$ cat src/rtl/pwm_meter.sv
// pwm_meter: measures the period and high time of a single-bit waveform
// in emu_clk cycles. Results go out through a valid/ready handshake.
// Optional feature macro: PWM_METER_SYNC_EN adds a 2-flop input synchronizer.
// Without it, sig_in is used directly and must be synchronous to emu_clk.
module pwm_meter #(
  parameter int CNT_WIDTH = 32,
  parameter int TIMEOUT   = 1048576
) (
  input  logic                 emu_clk,
  input  logic                 emu_rst,
  input  logic                 sig_in,
  output logic [CNT_WIDTH-1:0] meas_period,
  output logic [CNT_WIDTH-1:0] meas_high,
  output logic                 meas_valid,
  input  logic                 meas_ready,
  output logic                 overrun,
  output logic                 timeout,
  output logic                 stuck_level
);

  localparam logic [1:0] ST_IDLE = 2'd0;
  localparam logic [1:0] ST_HIGH = 2'd1;
  localparam logic [1:0] ST_LOW  = 2'd2;

  localparam logic [CNT_WIDTH-1:0] CNT_MAX = '1;
  localparam logic [CNT_WIDTH-1:0] CNT_ONE = {{(CNT_WIDTH-1){1'b0}}, 1'b1};

  // The timeout limit is an int, so compare in at least 32 bits to avoid
  // truncating it when the counters are narrow.
  localparam int                CMP_W       = (CNT_WIDTH > 32) ? CNT_WIDTH : 32;
  localparam logic [CMP_W-1:0]  TIMEOUT_LIM = CMP_W'(TIMEOUT);

  logic                 sig_s;
  logic                 sig_p;
  logic                 rise;
  logic                 fall;
  logic [1:0]           state;
  logic [CNT_WIDTH-1:0] cnt_high;
  logic [CNT_WIDTH-1:0] cnt_low;
  logic [CNT_WIDTH-1:0] cnt_high_inc;
  logic [CNT_WIDTH-1:0] cnt_low_inc;
  logic [CNT_WIDTH:0]   sum_full;
  logic [CNT_WIDTH-1:0] sum_sat;
  logic                 complete;
  logic                 timeout_hit;
  logic                 timeout_fire;

`ifdef PWM_METER_SYNC_EN
  logic sync_q1;
  logic sync_q2;

  // Two-flop synchronizer bringing an asynchronous sig_in into emu_clk.
  always_ff @(posedge emu_clk or posedge emu_rst) begin
    if (emu_rst) begin
      sync_q1 <= 1'b0;
      sync_q2 <= 1'b0;
    end else begin
      sync_q1 <= sig_in;
      sync_q2 <= sync_q1;
    end
  end

  assign sig_s = sync_q2;
`else
  assign sig_s = sig_in;
`endif

  // One-cycle delayed copy of the sampled input for edge detection.
  always_ff @(posedge emu_clk or posedge emu_rst) begin
    if (emu_rst) sig_p <= 1'b0;
    else         sig_p <= sig_s;
  end

  assign rise = ~sig_p &  sig_s;
  assign fall =  sig_p & ~sig_s;

  // Counters and their sum saturate instead of wrapping, so an overlong
  // period reads as the maximum value rather than a small bogus number.
  assign cnt_high_inc = (cnt_high == CNT_MAX) ? CNT_MAX : cnt_high + CNT_ONE;
  assign cnt_low_inc  = (cnt_low  == CNT_MAX) ? CNT_MAX : cnt_low  + CNT_ONE;
  assign sum_full     = {1'b0, cnt_high} + {1'b0, cnt_low};
  assign sum_sat      = sum_full[CNT_WIDTH] ? CNT_MAX : sum_full[CNT_WIDTH-1:0];

  // A period closing on the same cycle the limit is reached counts as a
  // completed period, so completion takes priority over the timeout.
  assign complete     = (state == ST_LOW) && rise;
  assign timeout_hit  = (TIMEOUT != 0) && (state != ST_IDLE) &&
                        (CMP_W'(sum_sat) >= TIMEOUT_LIM);
  assign timeout_fire = timeout_hit && !complete;

  // Measurement FSM: IDLE waits for a first rise, HIGH/LOW count the phases.
  always_ff @(posedge emu_clk or posedge emu_rst) begin
    if (emu_rst) begin
      state    <= ST_IDLE;
      cnt_high <= '0;
      cnt_low  <= '0;
    end else begin
      case (state)
        ST_IDLE: begin
          if (rise) begin
            state    <= ST_HIGH;
            cnt_high <= CNT_ONE;
            cnt_low  <= '0;
          end
        end
        ST_HIGH: begin
          if (timeout_fire) begin
            state    <= ST_IDLE;
            cnt_high <= '0;
            cnt_low  <= '0;
          end else if (fall) begin
            state   <= ST_LOW;
            cnt_low <= CNT_ONE;
          end else begin
            cnt_high <= cnt_high_inc;
          end
        end
        ST_LOW: begin
          if (rise) begin
            state    <= ST_HIGH;
            cnt_high <= CNT_ONE;
            cnt_low  <= '0;
          end else if (timeout_fire) begin
            state    <= ST_IDLE;
            cnt_high <= '0;
            cnt_low  <= '0;
          end else begin
            cnt_low <= cnt_low_inc;
          end
        end
        default: begin
          state    <= ST_IDLE;
          cnt_high <= '0;
          cnt_low  <= '0;
        end
      endcase
    end
  end

  // Result register, handshake, and the one-cycle overrun/timeout pulses.
  always_ff @(posedge emu_clk or posedge emu_rst) begin
    if (emu_rst) begin
      meas_period <= '0;
      meas_high   <= '0;
      meas_valid  <= 1'b0;
      overrun     <= 1'b0;
      timeout     <= 1'b0;
      stuck_level <= 1'b0;
    end else begin
      overrun <= 1'b0;
      timeout <= 1'b0;
      if (timeout_fire) begin
        timeout     <= 1'b1;
        stuck_level <= sig_s;
      end
      if (complete) begin
        if (!meas_valid || meas_ready) begin
          meas_period <= sum_sat;
          meas_high   <= cnt_high;
          meas_valid  <= 1'b1;
        end else begin
          overrun <= 1'b1;
        end
      end else if (meas_valid && meas_ready) begin
        meas_valid <= 1'b0;
      end
    end
  end

endmodule

$ cat config.mk
export PLATFORM = sky130hd
export DESIGN_NAME = pwm_meter
export DESIGN_NICKNAME = d
export VERILOG_FILES = /design/src/rtl/pwm_meter.sv
export SDC_FILE = /design/constraint.sdc
export NUM_CORES = 1
export LEC_CHECK = 0
export CAP_MARGIN = 15
export CORE_ASPECT_RATIO = 1.5
export CORE_MARGIN = 10
export CORE_UTILIZATION = 30
export DETAILED_ROUTE_END_ITERATION = 10
export PLACE_DENSITY = 0.47
export SKIP_CTS_REPAIR_TIMING = 1
export SYNTH_ARGS = -nofsm -noshare
export SYNTH_HDL_FRONTEND = slang
export SYNTH_SLANG_ARGS = --single-unit
$ cat constraint.sdc
create_clock -name emu_clk -period 4.8 [get_ports emu_clk]
set_clock_uncertainty 0.05 [all_clocks]
set_input_delay 0.96 -clock emu_clk [delete_from_list [all_inputs] [get_ports emu_clk]]
set_output_delay 0.96 -clock emu_clk [all_outputs]
set_load 0.03 [all_outputs]
Word-level counts from Yosys, hierarchy flattened
Cells that the tools add are included.
- register bits after elaboration: 135
- output and inout bits: 68
- word-level logic and storage cells: 69
- $add $sub $neg: 3
- order comparisons: 1
- eq/ne operators: 9
- mux-type cells: 27
- bitwise logic cells: 4
- reduce and logical (&&, ||, !) cells: 15
- operators by type and width (cell ; number):
    $mux W32 ; 13
    $pmux W32 S3 ; 2
    $add A32 B1 Y32 const B ; 2
    $eq A32 B32 Y1 const B ; 2
    $add A32 B32 Y33 ; 1
    $ge A32 B21 Y1 const B ; 1
    $mux W2 ; 5
    $ne A3 B3 Y1 const B ; 3
    $mux W1 ; 6
    $pmux W2 S3 ; 1
    $reduce_and A2 Y1 ; 3
    $reduce_and A3 Y1 ; 2
    $logic_and A1 B1 Y1 ; 4
    $reduce_bool A2 Y1 ; 2
    $and A1 B1 Y1 ; 2
    $eq A2 B1 Y1 const B ; 1
    $eq A2 B2 Y1 const B ; 1
    $logic_not A1 Y1 ; 2
    $logic_not A2 Y1 ; 1
    $ne A2 B1 Y1 const B ; 1
    $ne A2 B2 Y1 const B ; 1
    $not A1 Y1 ; 2
    $logic_or A1 B1 Y1 ; 1

Longest topological paths before layout
Gate-level depths: netlist of the first run.
- depth after elaboration: 8
- gate-level depth with buffers: 15
- mapped depth without buffers: 12

Worst setup path before layout of the first run
Ideal clock, no wire load.
- path type: register to register
- start point: register cnt_high[0]
- end point: register cnt_high[22]
- library setup time: 0.127 ns
- arrival: 3.633 ns
- data required time: 4.623 ns
- slack: 0.990 ns
- cell stages (with the launch flop): 14
- path buffers: 1
- clock period less this slack: 3.810 ns
- path through: dfrtp_1 ha_1 fa_1 a211oi_1 o21ai_0 a22oi_1 a21oi_1 o311a_1 a31oi_1 nand4_2 o41ai_4 buf_2 nor2_1 o2bb2a_1
- longest elaborated chain between the ends: 7
- elaborated cells on any way between the ends: 14
- RTL lines (item ; RTL line ; RTL):
    start: declaration ; 38 ; logic [CNT_WIDTH-1:0] cnt_high;
    start signal: assignment ; 115 ; cnt_high <= cnt_high_inc;
    $add A32 B32 Y33 ; 81 ; assign sum_full = {1'b0, cnt_high} + {1'b0, cnt_low};
    $mux W32 ; 82 ; assign sum_sat = sum_full[CNT_WIDTH] ? CNT_MAX : sum_full[CNT_WIDTH-1:0];
    $ge A32 B21 Y1 ; 88 ; (CMP_W'(sum_sat) >= TIMEOUT_LIM);
    $logic_and A1 B1 Y1 ; 87 ; assign timeout_hit = (TIMEOUT != 0) && (state != ST_IDLE) &&
    $logic_and A1 B1 Y1 ; 89 ; assign timeout_fire = timeout_hit && !complete;
    $ne A3 B3 Y1 (no line) / $mux W32 (equally long branches) ; -- ;
    $reduce_and A3 Y1 (no line) / $pmux W32 S3 (equally long branches) ; -- ;
Parallel ways exist; a longest one is shown, timed or not. The select of a mux whose other input is x is not followed.
A chain may end at the register's enable or synchronous reset.

Worst setup path in the final report of the first run
- start point: register cnt_high[0]
- end point: register cnt_high[8]
The elaborated chain is that of the path after synthesis.

==> results.py, run 1 <==
metrics = {
    "finish": {
        "synthToLayoutAreaGrowth_pct": 22.27,
        "drive_gt1_frac": 0.07739,
        "layout.cells.most_common_list": "167 x sky130_fd_sc_hd__nand2_1, 135 x sky130_fd_sc_hd__dfrtp_1, 99 x sky130_fd_sc_hd__a21oi_1",
        "multi_input_comb_area_um2": 4896,
        "finalInstanceArea_um2": 10640,
        "nNetsFinal": 1194,
        "layout_commonest_cell": "sky130_fd_sc_hd__nand2_1",
        "final_core_util": 0.3706,
        "final-seq-area_um2": 3378,
        "antenna_cells_inserted": 0,
        "fillers": 3031,
    },
    "floorplanning": {
        "core_region_area_um2": 28720,
        "pin_count": 72,
        "die_area_um2": 36370,
        "row_count": 76,
        "fp.dieW_um": 159.1,
        "die-height_um": 228.6,
        "initial_core_util": 0.3031,
    },
    "sta": {
        "rsz0062_at_grt": "no",
        "setup_ws_ps": 460.6,
        "layout_worst_path_cycle_share": 0.9041,
        "relSlewSlack": 0.3371,
        "timing.fmax_mhz": 230.4,
        "actual_transition_at_the_worst_max_transition_pin_ps": 990.8,
        "number_of_endpoints_failing_setup_at_the_final_stage": 0,
        "hold_viol": 0,
        "timing.setup.tns_ps": 0,
        "timing.final.crit_period_ps": 4339,
        "maxSlewViolCount": 0,
    },
    "global_routing": {
        "grt_max_degree": 86,
        "first_global_vias": 8036,
        "first_pass_grt_wire_length_um": 46530,
        "groute.usage.overall": 0.1606,
        "antenna_found_initial": 0,
        "grt_remaining_overflow": 0,
    },
    "placement": {
        "place_ws_ps": 433.7,
        "post-dp-hpwl_um": 21910,
        "dpl_cell_area_um2": 9998,
        "globalplace.congestion": 0.9130,
        "io_buffers": 71,
    },
    "yosys": {
        "synth_top_family_by_area": "compound AO/OA/AOI/OAI gates",
        "syn-instance-count": 1085,
        "syn-num-nets": 1128,
        "syn_avg_cell_area_um2": 8.023,
        "post_synth_num_cell_types": 65,
        "synth_warnings": 0,
        "yosys.area_share.xor_xnor": 0.01711,
        "synth_edf_count": 0,
        "synthAdderAreaFrac": 0.05692,
        "synthSimpleGateAreaFrac": 0.2242,
        "ys_seq_area_frac": 0.3881,
        "ys_async_sr_fraction": 1.000,
        "synth_ff_type": "sky130_fd_sc_hd__dfrtp_1",
        "post_synth_mux_area_share": 0.006181,
        "syn-cell-area_um2": 8705,
        "synth_compound_gate_area_share": 0.2553,
        "synth-seq-cells": 135,
    },
    "power": {
        "power_per_cell_area_nw_per_um2": 433.9,
        "leakage_nw": 4.626,
        "vdd_ir_drop_max_uv": 211.6,
    },
    "job": {
        "maxCapViolations": 0,
    },
    "clocking": {
        "cts_tree": "built",
        "ctsLongestPathBuffers": 2,
        "clk_pin_slew_ps": 60,
        "cts-root-buf": "sky130_fd_sc_hd__clkbuf_16",
        "cts_htree_levels": 4,
        "num_clock_sinks": 135,
        "number_of_buffers_created_by_cts": 17,
        "insertion_delay_to_the_later_sink_of_the_worst_skew_pair_ps": 450,
    },
    "hold_path": {
        "timing.hold.worst.class": "reg -> reg",
    },
    "run_status": {
        "run_status": "finished clean",
    },
    "setup_path": {
        "worst-endpoint-arrival_ps": 4620,
        "critical_path.startpoint_type": "flop",
        "timing.critical_path.required_ps": 5080,
        "endpoint_kind": "flop",
        "critical_path_start_end_classification": "reg -> reg",
        "timing.critical_path.fanout_max": 50,
    },
    "detailed_routing": {
        "ant_nets": 0,
        "drt_wl_total_um": 29450,
        "drt_iter0_drc": 677,
        "drc_errors": 0,
        "detail_route.first_pass.iterations": 8,
        "vias": 8257,
        "wire_per_inst_um": 18.96,
        "detail_route.vias_per_cell": 5.317,
    },
}
[logic make-up (layout without fill, tap and decap cells)]
kind of cell / count (synthesis) / after routing
mux: 5 / 5
flops: 135 / 135
simple gates: 422 / 422
buf+inv: 114 / 192
fa+ha+maj: 39 / 39
compound gates: 353 / 353
xor+xnor: 17 / 17
[final cells by class]
class / instances / area share
Clock inverter: 12 / 0.01893
Inverter: 58 / 0.02093
Tap cell: 390 / 0.04585
Timing Repair Buffer: 103 / 0.09523
Sequential cell: 135 / 0.3174
Multi-Input combinational cell: 836 / 0.4600
Clock buffer: 19 / 0.04162
[synth_stat cells, drive strengths merged (4+ instances only)]
library cell / count / area [um2]
a31oi: 24 / 150.1
o31ai: 9 / 72.57
nor2: 93 / 349.1
clkbuf: 39 / 146.4
a21oi: 99 / 495.5
a22oi: 25 / 187.7
buf: 17 / 90.08
nand4: 20 / 131.4
o21bai: 9 / 67.56
and4: 4 / 35.03
a2bb2oi: 8 / 70.07
nor3: 15 / 75.07
xnor2: 6 / 52.55
a211oi: 9 / 77.57
inv: 58 / 217.7
nor4: 5 / 31.28
o21ai: 107 / 535.5
and2: 9 / 56.30
or3: 14 / 87.58
or4: 5 / 41.29
a21o: 10 / 75.07
nor2b: 4 / 25.02
ha: 38 / 475.5
nand2: 168 / 630.6
xor2: 11 / 96.34
a21boi: 7 / 52.55
o22a: 9 / 78.83
and3: 18 / 112.6
dfrtp: 135 / 3378
nand2b: 10 / 62.56
o2bb2a: 7 / 70.07
nand3: 43 / 215.2
o211ai: 4 / 30.03
or2: 8 / 50.05
[registers in the layout (all words and copies together) (netlist names)]
name and flops:
state 2, meas_period 32, meas_valid 1, cnt_low 32, sig_p 1, cnt_high 32, stuck_level 1, timeout 1
meas_high 32, overrun 1
[path summary, 6_finish.rpt]
kind / startpoint / endpoint / slack [ps] / cells after the start
min reg2reg: meas_period[9]$_DFFE_PP0P_ / meas_period[9]$_DFFE_PP0P_ / 410 / 2
max in group asynchronous: emu_rst / cnt_low[30]$_DFFE_PP0P_ / 2900 / 3
max reg2reg: cnt_high[0]$_DFFE_PP0P_ / cnt_high[8]$_DFFE_PP0P_ / 460 / 13
max: cnt_high[0]$_DFFE_PP0P_ / cnt_high[8]$_DFFE_PP0P_ / 460 / 13
min in group asynchronous: emu_rst / meas_high[14]$_DFFE_PP0P_ / 1000 / 2
min: meas_period[9]$_DFFE_PP0P_ / meas_period[9]$_DFFE_PP0P_ / 410 / 2
[routing by layer]
| metal | global-route usage | up-vias | routed length, um | share of wire |
|---|---|---|---|---|
| met1 | 0.1871 | 4007 | 12570 | 0.43 |
| met2 | 0.2708 | 180 | 14520 | 0.49 |
| li1 | - | 4026 | - | - |
| met4 | 0.08740 | 0 | 1308 | 0.044 |
| met3 | 0.03280 | 44 | 1054 | 0.036 |
| met5 | 0 | - | 0 | 0 |
[where the power goes]
part | internal [mW] | total [mW] | switching (mW)
Combinational | 0.686 | 1.70 | 1.01
Clock | 0.931 | 1.46 | 0.533
Sequential | 1.34 | 1.46 | 0.122
[through the flow]
stage	cells	hold WS, ps	total power [mW]
finish	1553	414.4	4.618
global route	1553	452.7	4.852
CTS	1553	422.9	4.681
detailed placement	1522	410.9	3.200
global placement	1522	403.9	3.195
floorplan	1085	432.6	2.546
[critical path, cell delays in order (launching register included)]
cell and delay [ps]:
sky130_fd_sc_hd__dfrtp_1 440, sky130_fd_sc_hd__ha_1 260, sky130_fd_sc_hd__fa_1 430, sky130_fd_sc_hd__a211oi_1 350, sky130_fd_sc_hd__o21ai_0 160, sky130_fd_sc_hd__a22oi_1 330
sky130_fd_sc_hd__a21oi_1 240, sky130_fd_sc_hd__o311a_1 360, sky130_fd_sc_hd__a31oi_1 200, sky130_fd_sc_hd__nand4_2 320, sky130_fd_sc_hd__o41ai_4 430, sky130_fd_sc_hd__buf_12 270
sky130_fd_sc_hd__nor2_1 80, sky130_fd_sc_hd__o2bb2a_1 290
Power figures use the tool's default switching activity.
==> run 2: changes to the inputs <==
--- a/config.mk
+++ b/config.mk
@@ -11,6 +11,7 @@
 export CORE_UTILIZATION = 30
 export DETAILED_ROUTE_END_ITERATION = 10
 export PLACE_DENSITY = 0.47
+export RECOVER_POWER = 25
 export SKIP_CTS_REPAIR_TIMING = 1
 export SYNTH_ARGS = -nofsm -noshare
 export SYNTH_HDL_FRONTEND = slang
==> results.py, run 2 (synthesized netlist as in run 1, its figures left out) <==
metrics = {
    "floorplanning": {
        "core_region_area_um2": 28720,
        "pin_count": 72,
        "initial_core_util": 0.3031,
        "row_count": 76,
        "die-height_um": 228.6,
        "fp.dieW_um": 159.1,
        "die_area_um2": 36370,
    },
    "sta": {
        "number_of_endpoints_failing_setup_at_the_final_stage": 0,
        "hold_viol": 0,
        "timing.fmax_mhz": 230.4,
        "setup_ws_ps": 460.6,
        "timing.final.crit_period_ps": 4339,
        "layout_worst_path_cycle_share": 0.9041,
        "maxSlewViolCount": 85,
        "relSlewSlack": -0.2822,
        "timing.setup.tns_ps": 0,
        "rsz0062_at_grt": "no",
        "actual_transition_at_the_worst_max_transition_pin_ps": 1919,
    },
    "clocking": {
        "insertion_delay_to_the_later_sink_of_the_worst_skew_pair_ps": 450,
        "number_of_buffers_created_by_cts": 17,
        "cts_htree_levels": 4,
        "clk_pin_slew_ps": 60,
        "cts_tree": "built",
        "cts-root-buf": "sky130_fd_sc_hd__clkbuf_16",
        "num_clock_sinks": 135,
        "ctsLongestPathBuffers": 2,
    },
    "global_routing": {
        "groute.usage.overall": 0.1606,
        "first_pass_grt_wire_length_um": 46530,
        "grt_remaining_overflow": 0,
        "grt_max_degree": 86,
        "first_global_vias": 8036,
        "antenna_found_initial": 0,
    },
    "setup_path": {
        "max_stage_delay_ps": 440,
        "endpoint_kind": "flop",
        "worst-endpoint-arrival_ps": 4620,
        "slowest_stage": "sky130_fd_sc_hd__dfrtp_1",
        "critical_path.startpoint_type": "flop",
        "cells_traversed_along_the_worst_timing_path": "ha_1, fa_1, a211oi_1, o21ai_0, a22oi_1, a21oi_1, o311a_1, a31oi_1, nand4_2, o41ai_4, buf_12, nor2_1, o2bb2a_1",
        "critical_path_start_end_classification": "reg -> reg",
        "worst_r2r_path_depth": 13,
        "ff2ff_setup_slack_ps": 460,
        "timing.critical_path.required_ps": 5080,
        "timing.critical_path.fanout_max": 50,
    },
    "detailed_routing": {
        "drc_errors": 0,
        "ant_nets": 0,
        "detail_route.first_pass.iterations": 8,
        "vias": 8257,
        "wire_per_inst_um": 18.96,
        "detail_route.vias_per_cell": 5.317,
        "drt_wl_total_um": 29450,
        "drt_iter0_drc": 677,
    },
    "placement": {
        "place_ws_ps": 433.7,
        "io_buffers": 71,
        "post-dp-hpwl_um": 21910,
        "dpl_cell_area_um2": 9998,
        "placed_cells": 1522,
        "globalplace.congestion": 0.9130,
    },
    "power": {
        "power_per_cell_area_nw_per_um2": 434.0,
        "vdd_ir_drop_max_uv": 211.6,
        "leakage_nw": 4.622,
    },
    "finish": {
        "synthToLayoutAreaGrowth_pct": 22.25,
        "drive_gt1_frac": 0.07739,
        "nNetsFinal": 1194,
        "finalInstanceArea_um2": 10640,
        "layout_commonest_cell": "sky130_fd_sc_hd__nand2_1",
        "stdcell_count": 1553,
        "antenna_cells_inserted": 0,
        "layout.cells.most_common_list": "167 x sky130_fd_sc_hd__nand2_1, 135 x sky130_fd_sc_hd__dfrtp_1, 99 x sky130_fd_sc_hd__a21oi_1",
    },
    "run_status": {
        "run_status": "finished, violations left",
        "violations": "capacitance limit, slew limit",
    },
    "hold_path": {
        "timing.hold.worst.class": "reg -> reg",
        "number_of_cells_on_the_worst_hold_path": 2,
    },
    "job": {
        "maxCapViolations": 1,
    },
}
-- run 2: cell types whose count changed in the layout (fill, tap and decap cells not counted), sizes merged --
cell | before | now
clkinvlp | 2 | 3
inv | 58 | 57
dlygate4sd3 | 0 | 2
clkdlybuf4s50 | 71 | 69
-- run 2: metal layers --
metal  track usage  routed length, um  vias up  part of all wire
li1              -                  -     4026                 -
met1        0.1871              12570     4007              0.43
met2        0.2708              14520      180              0.49
met3       0.03280               1054       44             0.036
met4       0.08740               1308        0             0.044
met5             0                  0        -                 0
-- run 2: final cells by class --
cell class,count,area (um2)
Sequential cell,135,3378
Multi-Input combinational cell,836,4896
Clock inverter,12,201.4
Timing Repair Buffer,103,1013
Inverter,58,221.5
Fill cell,3032,18080
Tap cell,390,488.0
Clock buffer,19,442.9
-- run 2: power by group --
| group | total [mW] | internal (mW) | switching, mW |
|---|---|---|---|
| Sequential | 1.46 | 1.34 | 0.122 |
| Combinational | 1.69 | 0.685 | 1.01 |
| Clock | 1.46 | 0.931 | 0.533 |
| Total | 4.62 | 2.95 | 1.66 |
-- run 2: critical path: cells and delay by family, from the launching register on --
family / cells / cell delay (ps)
AOI/OAI and AO/OA: 8 / 2360
adders and majority gates: 2 / 690
DFF: 1 / 440
and+or+nand+nor: 2 / 400
buffers and inverters: 1 / 270
-- run 2: metrics by stage --
stage	power, mW	utilization	hold slack, ps
finish	4.618	0.3706	414.4
global route	4.852	0.3706	452.7
CTS	4.681	0.3706	422.9
detailed placement	3.200	0.3482	410.9
global placement	3.195	0.3482	403.9
floorplan	2.546	-	432.6
-- run 2: worst paths after layout --
| path | startpoint | endpoint |
|---|---|---|
| max | cnt_high[0]$_DFFE_PP0P_ | cnt_high[8]$_DFFE_PP0P_ |
| min | meas_period[9]$_DFFE_PP0P_ | meas_period[9]$_DFFE_PP0P_ |
| max reg2reg | cnt_high[0]$_DFFE_PP0P_ | cnt_high[8]$_DFFE_PP0P_ |
| min reg2reg | meas_period[9]$_DFFE_PP0P_ | meas_period[9]$_DFFE_PP0P_ |
| max in group asynchronous | emu_rst | cnt_low[30]$_DFFE_PP0P_ |
| min in group asynchronous | emu_rst | meas_high[14]$_DFFE_PP0P_ |
